--- src/rtl/des_key_sched_dec.sv ---
// des_key_sched_dec
//   Iterative DES key scheduler. On an accepted start the 64-bit key goes
//   through PC-1 once. Each delivered beat then rotates the C/D halves and
//   applies PC-2. With DECRYPT=1 the subkeys come out K16..K1 and the halves
//   rotate right. With DECRYPT=0 they come out K1..K16 and rotate left.
//   Subkeys leave over a valid/ready handshake, so the round datapath can
//   stall the schedule.
//
// Ports
//   clk           rising-edge clock
//   rst           synchronous, active-high reset
//   start         request a new schedule; only honoured while idle
//   key_in[63:0]  DES key, DES bit 1 = key_in[63]; parity bits ignored
//   busy          high from the accepted start through the done cycle
//   subkey_valid  subkey/round_idx hold a subkey
//   subkey_ready  consumer takes the current subkey when high with valid
//   subkey[47:0]  PC-2 output, DES bit 1 = subkey[47]
//   round_idx     datapath round of the current beat, 0..15
//   done          one-cycle pulse after the 16th subkey is accepted
module des_key_sched_dec #(
  parameter bit DECRYPT = 1'b1
) (
  input  logic        clk,
  input  logic        rst,
  input  logic        start,
  input  logic [63:0] key_in,
  output logic        busy,
  output logic        subkey_valid,
  input  logic        subkey_ready,
  output logic [47:0] subkey,
  output logic [3:0]  round_idx,
  output logic        done
);

  localparam int PC1 [56] = '{
    57, 49, 41, 33, 25, 17,  9,  1, 58, 50, 42, 34, 26, 18,
    10,  2, 59, 51, 43, 35, 27, 19, 11,  3, 60, 52, 44, 36,
    63, 55, 47, 39, 31, 23, 15,  7, 62, 54, 46, 38, 30, 22,
    14,  6, 61, 53, 45, 37, 29, 21, 13,  5, 28, 20, 12,  4};

  localparam int PC2 [48] = '{
    14, 17, 11, 24,  1,  5,  3, 28, 15,  6, 21, 10,
    23, 19, 12,  4, 26,  8, 16,  7, 27, 20, 13,  2,
    41, 52, 31, 37, 47, 55, 30, 40, 51, 45, 33, 48,
    44, 49, 39, 56, 34, 53, 46, 42, 50, 36, 29, 32};

  typedef enum logic [1:0] {IDLE = 2'd0, EMIT = 2'd1, FIN = 2'd2} state_e;

  state_e      state_q, state_d;
  logic [27:0] c_q, c_d, d_q, d_d;
  logic [47:0] subkey_q, subkey_d;
  logic [3:0]  round_q, round_d;

  logic [55:0] pc1_cd;
  logic [27:0] src_c, src_d, rot_c, rot_d;
  logic [3:0]  rot_idx;
  logic [1:0]  rot_amt;
  logic [55:0] rot_cd;
  logic [47:0] pc2_sk;
  logic        unused_parity;

  // DES numbers bits from the MSB. Bit p of the key is key_in[64-p], and
  // bit p of the 56-bit C||D register is cd[56-p].
  generate
    for (genvar gi = 0; gi < 56; gi++) begin : g_pc1
      assign pc1_cd[55-gi] = key_in[64-PC1[gi]];
    end
    for (genvar gi = 0; gi < 48; gi++) begin : g_pc2
      assign pc2_sk[47-gi] = rot_cd[56-PC2[gi]];
    end
  endgenerate

  assign unused_parity = ^{key_in[56], key_in[48], key_in[40], key_in[32],
                           key_in[24], key_in[16], key_in[8], key_in[0]};

  // Rotation applied before the PC-2 of beat r. The decrypt order starts
  // from C16/D16, which equals C0/D0 because the encrypt shifts total 28,
  // so its first beat needs no rotation.
  function automatic logic [1:0] shift_amt(input logic [3:0] r);
    logic [1:0] amt;
    if (r == 4'd1 || r == 4'd8 || r == 4'd15) amt = 2'd1;
    else if (r == 4'd0)                         amt = DECRYPT ? 2'd0 : 2'd1;
    else                                        amt = 2'd2;
    return amt;
  endfunction

  function automatic logic [27:0] rot28(input logic [27:0] x, input logic [1:0] n);
    logic [27:0] y;
    y = x;
    case (n)
      2'd1:    y = DECRYPT ? {x[0], x[27:1]}   : {x[26:0], x[27]};
      2'd2:    y = DECRYPT ? {x[1:0], x[27:2]} : {x[25:0], x[27:26]};
      default: y = x;
    endcase
    return y;
  endfunction

  // In IDLE the rotator works on the fresh PC-1 value for beat 0. In EMIT it
  // works on the held halves and prepares the next beat.
  assign src_c   = (state_q == IDLE) ? pc1_cd[55:28] : c_q;
  assign src_d   = (state_q == IDLE) ? pc1_cd[27:0]  : d_q;
  assign rot_idx = (state_q == IDLE) ? 4'd0 : round_q + 4'd1;
  assign rot_amt = shift_amt(rot_idx);
  assign rot_c   = rot28(src_c, rot_amt);
  assign rot_d   = rot28(src_d, rot_amt);
  assign rot_cd  = {rot_c, rot_d};

  always_comb begin
    state_d  = state_q;
    c_d      = c_q;
    d_d      = d_q;
    subkey_d = subkey_q;
    round_d  = round_q;
    case (state_q)
      IDLE: begin
        if (start) begin
          c_d      = rot_c;
          d_d      = rot_d;
          subkey_d = pc2_sk;
          round_d  = 4'd0;
          state_d  = EMIT;
        end
      end
      EMIT: begin
        if (subkey_ready) begin
          if (round_q == 4'd15) begin
            state_d = FIN;
          end else begin
            c_d      = rot_c;
            d_d      = rot_d;
            subkey_d = pc2_sk;
            round_d  = round_q + 4'd1;
          end
        end
      end
      FIN:     state_d = IDLE;
      default: state_d = IDLE;
    endcase
  end

  always_ff @(posedge clk) begin
    if (rst) begin
      state_q  <= IDLE;
      c_q      <= '0;
      d_q      <= '0;
      subkey_q <= '0;
      round_q  <= '0;
    end else begin
      state_q  <= state_d;
      c_q      <= c_d;
      d_q      <= d_d;
      subkey_q <= subkey_d;
      round_q  <= round_d;
    end
  end

  // All outputs decode registered state, so ready never reaches valid
  // combinationally.
  assign subkey_valid = (state_q == EMIT);
  assign busy         = (state_q != IDLE);
  assign done         = (state_q == FIN);
  assign subkey       = subkey_q;
  assign round_idx    = round_q;

endmodule

--- config.mk ---
export PLATFORM = sky130hd
export DESIGN_NAME = des_key_sched_dec
export DESIGN_NICKNAME = d
export VERILOG_FILES = /design/src/rtl/des_key_sched_dec.sv
export SDC_FILE = /design/constraint.sdc
export NUM_CORES = 1
export LEC_CHECK = 0
export CORE_ASPECT_RATIO = 0.8
export CORE_UTILIZATION = 50
export CTS_BUF_LIST = sky130_fd_sc_hd__clkbuf_8
export DETAILED_ROUTE_END_ITERATION = 12
export PLACE_DENSITY = 0.87
export SLEW_MARGIN = 10
export SYNTH_ARGS = -nofsm -noshare
export SYNTH_HDL_FRONTEND = slang
export SYNTH_SLANG_ARGS = --single-unit
--- constraint.sdc ---
create_clock -name clk -period 4.3 [get_ports clk]
set_input_delay 0.86 -clock clk [delete_from_list [all_inputs] [get_ports clk]]
set_output_delay 0.86 -clock clk [all_outputs]
set_load 0.01 [all_outputs]
# [Yosys cells after proc, flatten, opt, wreduce, memory -nomap -nowiden]
# Cells that the tools add are included.
[word_totals] regBits=110 latch_bits=0 mem_bits_rw=0 romBits=0 inputBits=68 out_inout_bits=55 word_cells=53 memories=0
[classes] n_addsub=1 mul=0 div=0 magnitude_cmp=0 eq_ne=12 shifts=0 mux=27 n_bitwise=0 reduce_logical=8
[ops] op="$mux 28" n=8
[ops] op="$pmux 28 s2" n=4
[ops] op="$mux 48" n=3
[ops] op="$pmux 48 s2" n=1
[ops] op="$mux 4" n=4
[ops] op="$eq 4x4->1 const B" n=3
[ops] op="$mux 2" n=5
[ops] op="$pmux 4 s2" n=1
[ops] op="$add 4x1->4 const B" n=1
[ops] op="$eq 2x1->1 const B" n=2
[ops] op="$eq 2x2->1 const B" n=2
[ops] op="$eq 4x1->1 const B" n=1
[ops] op="$logic_not 4->1" n=1
[ops] op="$ne 2x1->1 const B" n=2
[ops] op="$ne 2x2->1 const B" n=2
[ops] op="$pmux 2 s2" n=1
[ops] op="$reduce_and 4->1" n=1
[ops] op="$reduce_bool 2->1" n=2
[ops] op="$reduce_and 3->1" n=1
[ops] op="$logic_not 2->1" n=1
[ops] op="$logic_or 1x1->1" n=2

# [Longest topological paths before layout]
[depth] ltp_word=11 depth_mapped=9 depth_no_buf=6

# [Least setup slack after synthesis]
# OpenSTA, ideal clock, no wires.
[synth_timing] path_type="input port to flip-flop" start="input port subkey_ready" end="register c_q[1]" setup_time_ps=69 t_arrival_ps=2057 required_ps=4231 setup_slack_ps=2174 stages=7 n_path_buf=2 cell_sequence="mux2_1 -> and3_1 -> buf_2 -> a21oi_2 -> buf_2 -> a22oi_1 -> o21ai_1"
[synth_via] elab_chain_len=2
[synth_rtl] element="from (decl)" line="29" text="input logic subkey_ready,"
[synth_rtl] element="$ne 2x1->1 (no source line)"
[synth_rtl] element="$reduce_and 4->1 (no source line)"
[synth_rtl] element="to (signal assigned)" line="144" text="c_q <= '0;"
[synth_rtl] element="to (signal assigned)" line="150" text="c_q <= c_d;"
[synth_rtl] element="to (decl)" line="50" text="logic [27:0] c_q, c_d, d_q, d_d;"
# No other way between the ends.
# A chain may end at the register's enable or synchronous reset.

# [Worst setup path after layout]
[layout_timing] start="register round_q[0] (netlist: round_idx[0])" end="register c_q[26]"
[layout_via] elab_chain_len=11 word_cells_on_any_way=20 classes_between="add/sub (1); eq/ne (7); mux (8); reduce/logical (4)"
[layout_rtl] element="from (decl)" line="52" text="logic [3:0] round_q, round_d;"
[layout_rtl] element="from (signal assigned)" line="153" text="round_q <= round_d;"
[layout_rtl] element="$add 4x1->4" line="102" text="assign rot_idx = (state_q == IDLE) ? 4'd0 : round_q + 4'd1;"
[layout_rtl] element="$mux 4" line="102"
[layout_rtl] element="$eq 4x1->1 / $eq 4x4->1 (equally long branches)" line="81" text="if (r == 4'd1 || r == 4'd8 || r == 4'd15) amt = 2'd1;"
[layout_rtl] element="$logic_or 1x1->1 (2 in a row)" line="81"
[layout_rtl] element="$mux 2" line="81"
[layout_rtl] element="$eq 2x2->1 / $eq 2x1->1 (equally long branches)" line="90" text="case (n)"
[layout_rtl] element="$pmux 28 s2" line="90"
[layout_rtl] element="$mux 28" line="126" text="if (round_q == 4'd15) begin"
[layout_rtl] element="$mux 28" line="125" text="if (subkey_ready) begin"
[layout_rtl] element="$pmux 28 s2" line="114" text="case (state_q)"
# Parallel ways exist; a longest one is shown, timed or not. The select of a mux whose other input is x is not followed.

==> summary.md <==
| Metric | Value |
|---|---|
| Sequential element share of the synthesized area | 35.2% |
| Synth top cells by count | o21ai_1 (73), dfxtp_1 (62), nor3_1 (60) |
| Post-CTS Hold Buffers | 0 |
| Fraction of layout cells with a size suffix above 1 | 6.50% |
| Post-DP HPWL | 6.27 mm |
| Status | finished, final reports clean |
| Terminus of the critical flop-to-flop path | c_q[26]$_SDFFE_PP0P_ |
| Post-synth top area share | 35.2% |
| Synthesized cell area | 3530 um2 |
| RD Place Congestion | 0.857 |
| Syn Area/Cell | 7.96 um2 |
| Min cycle time layout | 2990 ps |
| Number of synthesized register bits | 62 |
| Clock Skew | 9.35 ps |
| Die area | 7400 um2 |
| Critical path type | reg2reg |
| Syn-to-layout area delta | 27.8% |
| Tcrit/Tclk final | 69.6% |
| Worst-Skew Late Latency | 330 ps |
| Vias in the first global route | 3,136 |
| Hold Slack | 525 ps |
| CTS Buf Count | 9 |
| Global-route wire length before repair | 15.4 mm |
| # nets final | 556 |
| TritonCTS Sinks | 62 |
| Largest net degree at the start of global routing | 57 |
| Worst hold endpoint | c_q[19]$_SDFFE_PP0P_ |
| Worst r2r src | round_idx[0]$_SDFFE_PP0P_ |
| Vias post-DR | 3,533 |
| Max-cap violations | 0 |
| # Post-CTS Setup Buffers | 0 |
| Pwr Density | 329 nW/um2 |
| PnR Total Power | 1.48 mW |
| Sequential share of power | 45.6% |
| Synth async-reset ratio | 0% |
| Placed cell count | 560 |
| Critical Path End Type | register |
| Initial antenna violation count | 0 |
| Die Wd | 95.9 um |
| Syn Nets | 512 |
| Top FF cell, synth | dfxtp_1 |
| Syn Inst Count | 443 |
| Max Fanout on Critical Path | 23 |
| Number of flops mapped to enable cells by yosys | 0 |
| Grt total ovfl | 0 |
| Critical path origin | round_idx[0]$_SDFFE_PP0P_ |
| CTS tree | yes |
| Tightest Pin Transition | 1040 ps |
| Clock Tree Root | clkbuf_8 |
| Setup TNS | 0 ps |
| Slew Viols, Final | 0 |
| Post-DRT Antenna Nets | 0 |
| Detailed-route wire length per cell | 16.6 um |
| Power share of the combinational group | 24.2% |
| Resize count post-CTS | 0 |
| VDD IR-drop max | 0.000189 V |
| Drt pass-1 iters | 5 |
| # setup viols final | 0 |
| Hold WC Path Type | reg2reg |
| Gr usage total | 26.5% |
| Switching Fraction | 31.3% |
| RSZ-0062 raised after global routing | false |
| Count leader, synth | o21ai_1 |
| H-tree lvl count | 3 |
| Fmax | 0.334 GHz |
| Initial Utilization | 53.4% |
| Clock power frac | 30.2% |
| CP Launch Type | register |
| Syn. warnings | 0 |
| Number of port buffers | 114 |
| Synth top area cells | dfxtp_1 (35%), a22oi_1 (11%), buf_4 (11%), o21ai_1 (10%), nor3_1 (8.5%) |
| R2R cell count | 7 |
| Leading area contributor after synthesis | dfxtp_1 |
| Die Y-Extent | 77.1 um |
| Leak | 1.55 nW |
| Hold Violations, Final | 0 |
| Worst-path clk slew | 70 ps |
| Core Region | 6600 um2 |
| Vias per std cell | 6.13 |
| Final WL | 9.57 mm |
| DR iter-0 viols | 206 |
| Worst endpoint data arrival time | 3240 ps |
| Cell variety after synth | 41 |
| P_sw | 0.464 mW |
| Critical Path RT | 4550 ps |
| Int Pwr | 1.02 mW |
| Post-Layout Cell Count | 576 |
| Clock Path Buffers | 2 |
| R2R setup slack | 1310 ps |
| Diodes inserted | 0 |
| FP Rows | 26 |
| Worst slew margin | 31.0% |
| Hold path depth | 2 |
| I/O pin count | 123 |
| Hold Startpoint | c_q[19]$_SDFFE_PP0P_ |
| Post-route DRC | 0 |
stage by stage:
stage / worst slack [ps] / cell area, um2 / util, %
after CTS: 1360 / 4510 / 68.3
after detailed placement: 1250 / 4330 / 65.6
final: 1310 / 4510 / 68.3
after global placement: 1300 / 4330 / 65.6
after floorplan: 2170 / 3530 / -
after global routing: 1100 / 4510 / 68.3
layer usage:
| metal | global-route usage [%] | vias up | wire length [um] |
|---|---|---|---|
| met1 | 35.7 | 1660 | 4260 |
| met3 | 7.24 | 14 | 746 |
| met5 | 0 | - | 0 |
| met2 | 40.7 | 169 | 4400 |
| li1 | - | 1690 | - |
| met4 | 8.36 | 0 | 159 |
power groups by stage:
stage	Combinational, mW	Sequential (mW)	Clock, mW
after floorplan	0.235	0.670	0
after global placement	0.349	0.685	0
after detailed placement	0.356	0.686	0
after CTS	0.358	0.674	0.457
after global routing	0.389	0.683	0.484
final	0.359	0.676	0.447
kinds of logic after synthesis:
| family | share of synthesized area, % |
|---|---|
| multiplexers | 1.45 |
| buffers and inverters | 16.0 |
| AO/OA/AOI/OAI | 31.1 |
| AND/OR/NAND/NOR | 15.4 |
| adder cells (fa/ha/maj) | 0.355 |
| XOR/XNOR | 0.497 |
| flip-flops | 35.2 |
final cells by class:
type	count	area [um2]
inverters	5	18.8
flip-flops and latches	62	1240
clock buffers	9	124
well taps	84	105
fillers	555	2100
repair buffers	121	1220
multi-input cells	288	1750
clock inverters	7	50.0
worst max-delay path, cell delays in order, from the launching register on:
cell	delay, ps
dfxtp_1	580
ha_1	460
xnor2_1	250
a211oi_1	170
a211oi_4	760
buf_4	400
nor3_1	80
o21ai_1	200
registers in the layout, summed over array words and instances, names as in the netlist:
register and cells:
c_q 27, d_q 27, round_idx 4, state_q 2
subkey 2
worst max-delay path by stage:
stage / end / slack (ps)
final: c_q[26]$_SDFFE_PP0P_ / 1310
after detailed placement: c_q[26]$_SDFFE_PP0P_ / 1250
after global placement: d_q[5]$_SDFFE_PP0P_ / 1300
after floorplan: c_q[1]$_SDFFE_PP0P_ / 2170
after CTS: c_q[26]$_SDFFE_PP0P_ / 1360
after global routing: c_q[12]$_SDFFE_PP0P_ / 1100
placed cells by master, fill, tap and decap left out, drive strengths merged, types with 3 or more instances in the layout:
master,netlist,final
clkdlybuf4s50,0,114
o21ai,111,111
dfxtp,62,62
nor3,60,60
a22oi,53,53
clkbuf,17,9
a21oi,9,9
nor2,7,7
buf,71,7
inv,5,6
nor2b,4,4
mux2i,4,4
nand3,3,3
nand2b,3,3
clkinvlp,0,3
and3b,3,3
a211oi,3,3
nor4,3,3
clkinv,0,3
Power figures use the tool's default switching activity.
